==> config.mk <==
export PLATFORM = sky130hd
export DESIGN_NAME = serial_adder
export DESIGN_NICKNAME = d
export VERILOG_FILES = /design/src/rtl/serial_adder.sv
export SDC_FILE = /design/constraint.sdc
export NUM_CORES = 1
export LEC_CHECK = 0
export CAP_MARGIN = 30
export CORE_AREA = 3 3 64 66
export CTS_BUF_LIST = sky130_fd_sc_hd__clkbuf_4
export DETAILED_ROUTE_END_ITERATION = 12
export DIE_AREA = 0 0 67 69
export MAX_ROUTING_LAYER = met4
export PLACE_DENSITY = 0.84
export SYNTH_ARGS = -nofsm -noshare
export SYNTH_HDL_FRONTEND = slang
export SYNTH_SLANG_ARGS = --single-unit
==> constraint.sdc <==
create_clock -name clk -period 1.3 [get_ports clk]
set_input_delay 0.39 -clock clk [delete_from_list [all_inputs] [get_ports clk]]
set_output_delay 0.39 -clock clk [all_outputs]
set_load 0.01 [all_outputs]
==> src/rtl/serial_adder.sv <==
// Digit-serial adder: {cout,sum} = a + b + cin, DIGIT bits per clock.
// Define SERIAL_ADDER_OVF_EN to add the registered signed-overflow output ovf.
module serial_adder #(
  parameter int WIDTH = 8,
  parameter int DIGIT = 1
) (
  input  logic             clk,
  input  logic             rst,
  input  logic             start,
  input  logic [WIDTH-1:0] a,
  input  logic [WIDTH-1:0] b,
  input  logic             cin,
  output logic [WIDTH-1:0] sum,
  output logic             cout,
  output logic             busy,
  output logic             done
`ifdef SERIAL_ADDER_OVF_EN
  ,
  output logic             ovf
`endif
);

  localparam int N  = WIDTH / DIGIT;
  localparam int CW = $clog2(N + 1);
  localparam logic [CW-1:0] LAST = CW'(N);

  typedef enum logic [1:0] {
    IDLE,
    RUN,
    DONE
  } state_t;

  state_t state, state_nxt;

  logic [WIDTH-1:0]       a_sr, b_sr, acc;
  logic [WIDTH-1:0]       acc_nxt;
  logic [WIDTH+DIGIT-1:0] cat;
  logic                   carry;
  logic [CW-1:0]          cnt, cnt_inc;
  logic [DIGIT-1:0]       dsum;
  logic                   dcarry;
  logic                   cmsb;
  logic                   last;

  // One DIGIT-wide ripple of full-adder cells; cmsb is the carry into its top bit.
  always_comb begin
    logic cc;
    cc   = carry;
    dsum = '0;
    cmsb = 1'b0;
    for (int i = 0; i < DIGIT; i++) begin
      if (i == DIGIT - 1) cmsb = cc;
      dsum[i] = a_sr[i] ^ b_sr[i] ^ cc;
      cc = (a_sr[i] & b_sr[i]) | (cc & (a_sr[i] ^ b_sr[i]));
    end
    dcarry = cc;
  end

  assign cat     = {dsum, acc};
  assign acc_nxt = cat[WIDTH+DIGIT-1:DIGIT];
  assign cnt_inc = cnt + CW'(1);
  assign last    = (cnt_inc == LAST);

  always_ff @(posedge clk) begin
    if (rst) state <= IDLE;
    else     state <= state_nxt;
  end

  always_comb begin
    state_nxt = state;
    unique case (state)
      IDLE:    if (start) state_nxt = RUN;
      RUN:     if (last) state_nxt = DONE;
      DONE:    state_nxt = IDLE;
      default: state_nxt = IDLE;
    endcase
  end

  assign busy = (state == RUN);
  assign done = (state == DONE);

  always_ff @(posedge clk) begin
    if (rst) begin
      a_sr  <= '0;
      b_sr  <= '0;
      acc   <= '0;
      carry <= 1'b0;
      cnt   <= '0;
      sum   <= '0;
      cout  <= 1'b0;
    end else if (state == IDLE && start) begin
      a_sr  <= a;
      b_sr  <= b;
      carry <= cin;
      cnt   <= '0;
    end else if (state == RUN) begin
      a_sr  <= a_sr >> DIGIT;
      b_sr  <= b_sr >> DIGIT;
      acc   <= acc_nxt;
      carry <= dcarry;
      cnt   <= cnt_inc;
      if (last) begin
        sum  <= acc_nxt;
        cout <= dcarry;
      end
    end
  end

`ifdef SERIAL_ADDER_OVF_EN
  always_ff @(posedge clk) begin
    if (rst)                      ovf <= 1'b0;
    else if (state == RUN && last) ovf <= dcarry ^ cmsb;
  end
`else
  logic unused_ovf;
  assign unused_ovf = cmsb;
`endif

endmodule
### Yosys cells after proc, flatten, opt, wreduce, memory -nomap -nowiden

Cells that the tools add are included.

* bits in registers: 40
* input bits: 20
* logic and storage cells: 36

* add/subtract/negate cells: 1
* eq/ne operators: 5
* multiplexer cells: 9
* bitwise operators: 6
* reduce and logical (&&, ||, !) cells: 7

Operators with widths (number)
* 8-bit 2-to-1 mux: 4
* 4-bit by 1-bit adder with 4-bit output, second input constant: 1
* 4-bit == test, second input constant: 1
* 2-bit 2-to-1 mux: 2
* 2-bit case mux with 2 select lines: 1
* 2-bit AND reduction: 2
* 3-bit AND reduction: 1
* 1-bit bitwise AND: 2
* 2-bit by 1-bit == test with 1-bit output, second input constant: 1
* 2-bit == test, second input constant: 1
* 2-bit zero test: 1
* 1-bit 2-to-1 mux: 2
* 2-bit by 1-bit != test with 1-bit output, second input constant: 1
* 2-bit != test, second input constant: 1
* 2-bit nonzero test: 1
* 2-bit OR reduction: 1
* 1-bit bitwise XOR: 2
* 1-bit logical AND: 1
* 1-bit inverter: 1
* 1-bit bitwise OR: 1

### Longest topological paths before layout

* depth after elaboration: 5
* gate-level depth with buffers: 5

### Least setup slack after synthesis

No wires, ideal clock.

* kind: flip-flop to flip-flop
* from: reg cnt[0]
* to: reg cout
* library setup time: 0.072 ns
* data arrival time: 1.200 ns
* required time: 1.228 ns
* path slack: 0.028 ns
* stages on the path, launching flop included: 6
* buffers on the path: 1
* cells stage by stage: dfxtp_1 > ha_1 > nand2_1 > a211oi_1 > buf_4 > mux2i_1

* word-level cells in the longest chain between the ends: 3

RTL lines
* from (decl): RTL line 39 `logic [CW-1:0] cnt, cnt_inc;`
* from (signal assigned): RTL line 101 `cnt <= cnt_inc;`
* 4-bit by 1-bit adder with 4-bit output: RTL line 61 `assign cnt_inc = cnt + CW'(1);`
* 4-bit == test: RTL line 62 `assign last = (cnt_inc == LAST);`
* 3-bit AND reduction (no source line)
* to (signal assigned): RTL line 104 `cout <= dcarry;`
* to (decl): RTL line 14 `output logic cout,`

Every way passes these cells.
A chain may end at the register's enable or synchronous reset.

### Worst setup path after layout

* from: reg state[1]
* to: out busy

* word-level cells in the longest chain between the ends: 1

RTL lines
* from (decl): RTL line 33 `state_t state, state_nxt;`
* from (signal assigned): RTL line 66 `else state <= state_nxt;`
* 2-bit by 1-bit == test with 1-bit output: RTL line 79 `assign busy = (state == RUN);`
* to (decl): RTL line 15 `output logic busy,`

Every way passes these cells.

==> run metrics <==
clock root buffer clkbuf_4; Critical Path AT just under 1 ns; ANT cells 0; share of the synthesized area in the top cell type 48.6%; DRT iter0 DRCs about 70; worst hold slack 0.466 ns; first-pass GRT wire length ~5700 µm; synth top area cells dfxtp_1 (49%), a21oi_1 (7.5%), nand2_1 (7.5%); yosys synthesis warning count 0; Clock Latency Late Sink about 0.34 ns; number of synthesized register bits 39; RSZ-0062 raised after global routing true; share of flip-flops with an asynchronous set or reset 0%; CP Cell Sequence nand2b_4 -> inv_2 -> buf_6; Die H 69 µm; clock skew between 0.006 and 0.007 ns; Placed Area 2100 µm²; final setup fails 12; Critical Path RT slightly above 0.9 ns; most frequent cell after synthesis dfxtp_1; Min-Delay Path Class flop to flop; Clock Path Buffers 2; pwr dens roughly 1000 nW/µm²; Peak supply drop around 900 µV; Critical Path Slowest Stage Cell dfxtp_2; Vias 1409; Max stage delay on crit path about 0.35 ns; overall routing resource usage between 10% and 20%; status finished, violations left; max cap viols 0; Clock Pin Slew Worst Setup and Hold Paths 0.12 ns; Synth Area in XOR/XNOR under 10%; crit end category primary output; crit path max fanout 3; drt drc 0; Leakage Power about 0.00087 µW; CTS tree built; post-synthesis mux area share 6.24%; Hold Vio Cnt, Final 0; Post-Synth Simple-Gate Area between 20 and 25%; unique cell type count in the Yosys netlist 25; worst slew pin tran approximately 0.29 ns; GRT Residual Overflow 0; Boundary Pins 31; sequential share of the synthesized area 48.6%; routed vias/inst between 5 and 6; Max Freq 0.727 GHz; setup ws final -0.0758 ns; wirelength, routed roughly 3700 µm; CP Launch Type flop; EDFF count, synth 0; Post-CTS Hold Fix Bufs 0; post-DR wirelength/cell between 10 and 15 µm; fin crit share 106%; placed cell count around 260; Total Die Area 4620 µm²; Mapped Area approximately 1600 µm²; Synth Instances roughly 180; post-DP HPWL 2070 µm; Tmin final 1.38 ns; 1st-pass router iterations 5; Layout Nets ~250; routability cong. 0.730; die width 67 µm; post-layout util between 60% and 70%; antenna violations before repair 0; Fin Setup TNS -0.593 ns; main combinational cell family by area after synthesis simple AND/OR/NAND/NOR gates; Design Area, Final between 2000 and 2500 µm²; Rel. slew slack between 80% and 90%; Port Buffers 30; top_reg_cell synth dfxtp_1; vias in the first global route roughly 1300; largest net degree at the start of global routing 37; most instantiated cells after synthesis dfxtp_1 (39), nand2_1 (32), a21oi_1 (24), nand2b_1 (19), a22oi_1 (15); Final Instance Count excl. Fillers between 200 and 300; # fillers 297; Mapped Avg Cell Area between 9 and 10 µm²; # rows 22; Adder-Cell Fraction of Synth Area between 2 and 2.5%; H-tree Lvls 2; Syn Nets between 150 and 200; CTS Buf Count 5; CTS sink cnt 39; compound-cell area share of the yosys netlist around 18%; Antenna Nets Post-Route 0; register area roughly 810 µm²; layout cell share with drive strength beyond 1 35.1%; Core Region 3630 µm²; Slew Limit Fails 0; post-synth top area cell dfxtp_1; worst setup path class flop to primary output; failing checks negative setup slack; initial core utilization 44.2%; Multi-input gate area ~870 µm²; area grow syn2layout 49.4%
## report_power, final
group	switching (µW)	internal (µW)	leakage, µW
clock network	394	396	0.0000426
logic	151	203	0.000504
registers	29.1	1230	0.000325
total	573	1830	0.000872
## stage by stage
| stage | power (µW) | setup WS, ns |
|---|---|---|
| after floorplan | 1420 | 0.0282 |
| after CTS | 2360 | -0.0781 |
| after global placement | 1560 | -0.279 |
| final | 2400 | -0.0758 |
| after detailed placement | 1570 | -0.321 |
| after global routing | 2490 | -0.128 |
## cell type report
class                           count  area share [%]
Clock buffer                        5            1.56
Tap cell                           48            2.50
Sequential cell                    39            33.6
Multi-Input combinational cell    123            36.2
Clock inverter                      3            1.62
Inverter                            1           0.156
Timing Repair Buffer               57            24.4
## cell usage in the layout, fill, tap and decap left out, types with 2 or more instances in the layout
cell,instances
clkbuf_4,5
a211oi_2,2
a22oi_2,8
clkdlybuf4s15_2,2
buf_6,6
dfxtp_2,11
buf_12,5
dfxtp_4,3
nor2b_1,2
nand2b_1,18
a21oi_1,21
clkbuf_16,2
dfxtp_1,25
nor3_1,4
nand2_1,31
mux2i_1,10
a22oi_1,7
clkdlybuf4s50_1,18
a21oi_2,3
buf_2,8
nand3b_1,4
buf_4,15
## cell families after synthesis
family / count (synthesis)
buffers and inverters: 13
adders and majority gates: 2
AOI/OAI and AO/OA: 45
muxes: 10
DFF: 39
and+or+nand+nor: 64
xor gates and xnor gates: 2
## critical path, delay by kind of cell, from the launching register on
kind / cells / cell delay (ns)
DFF: 1 / 0.35
buffers and inverters: 2 / 0.15
and+or+nand+nor: 1 / 0.14
## state kept, by name (all words and copies together) (netlist names)
signal,cells
a_sr,8
acc,7
b_sr,8
carry,1
cnt,4
cout,1
state,2
sum,8
## per-layer routing
metal | up-vias | global-route usage [%] | wire length (µm)
met1 | 664 | 18.8 | 1580
met4 | 0 | 5.41 | 50
li1 | 706 | - | -
met5 | - | - | 0
met3 | 6 | 3.91 | 140
met2 | 33 | 26.1 | 1970
## path summary, 6_finish.rpt
kind / slack, ns / depth (start not counted) / start / endpoint
setup / recovery: -0.08 / 3 / state[1]$_SDFFE_PP0P_ / busy
hold / removal: 0.47 / 2 / b_sr[5]$_SDFFE_PP0P_ / b_sr[5]$_SDFFE_PP0P_
hold reg to reg: 0.47 / 2 / b_sr[5]$_SDFFE_PP0P_ / b_sr[5]$_SDFFE_PP0P_
setup reg to reg: -0.06 / 4 / state[1]$_SDFFE_PP0P_ / cnt[3]$_SDFFE_PP0N_
## repair_timing
| item | CTS | global route |
|---|---|---|
| pin swaps | 1 | 11 |
| resized for setup | 58 | 27 |
| gates cloned | 1 | 3 |
| setup buffers | 2 | 5 |
| setup endpoints to repair | 22 | 34 |
Power figures use the tool's default switching activity.
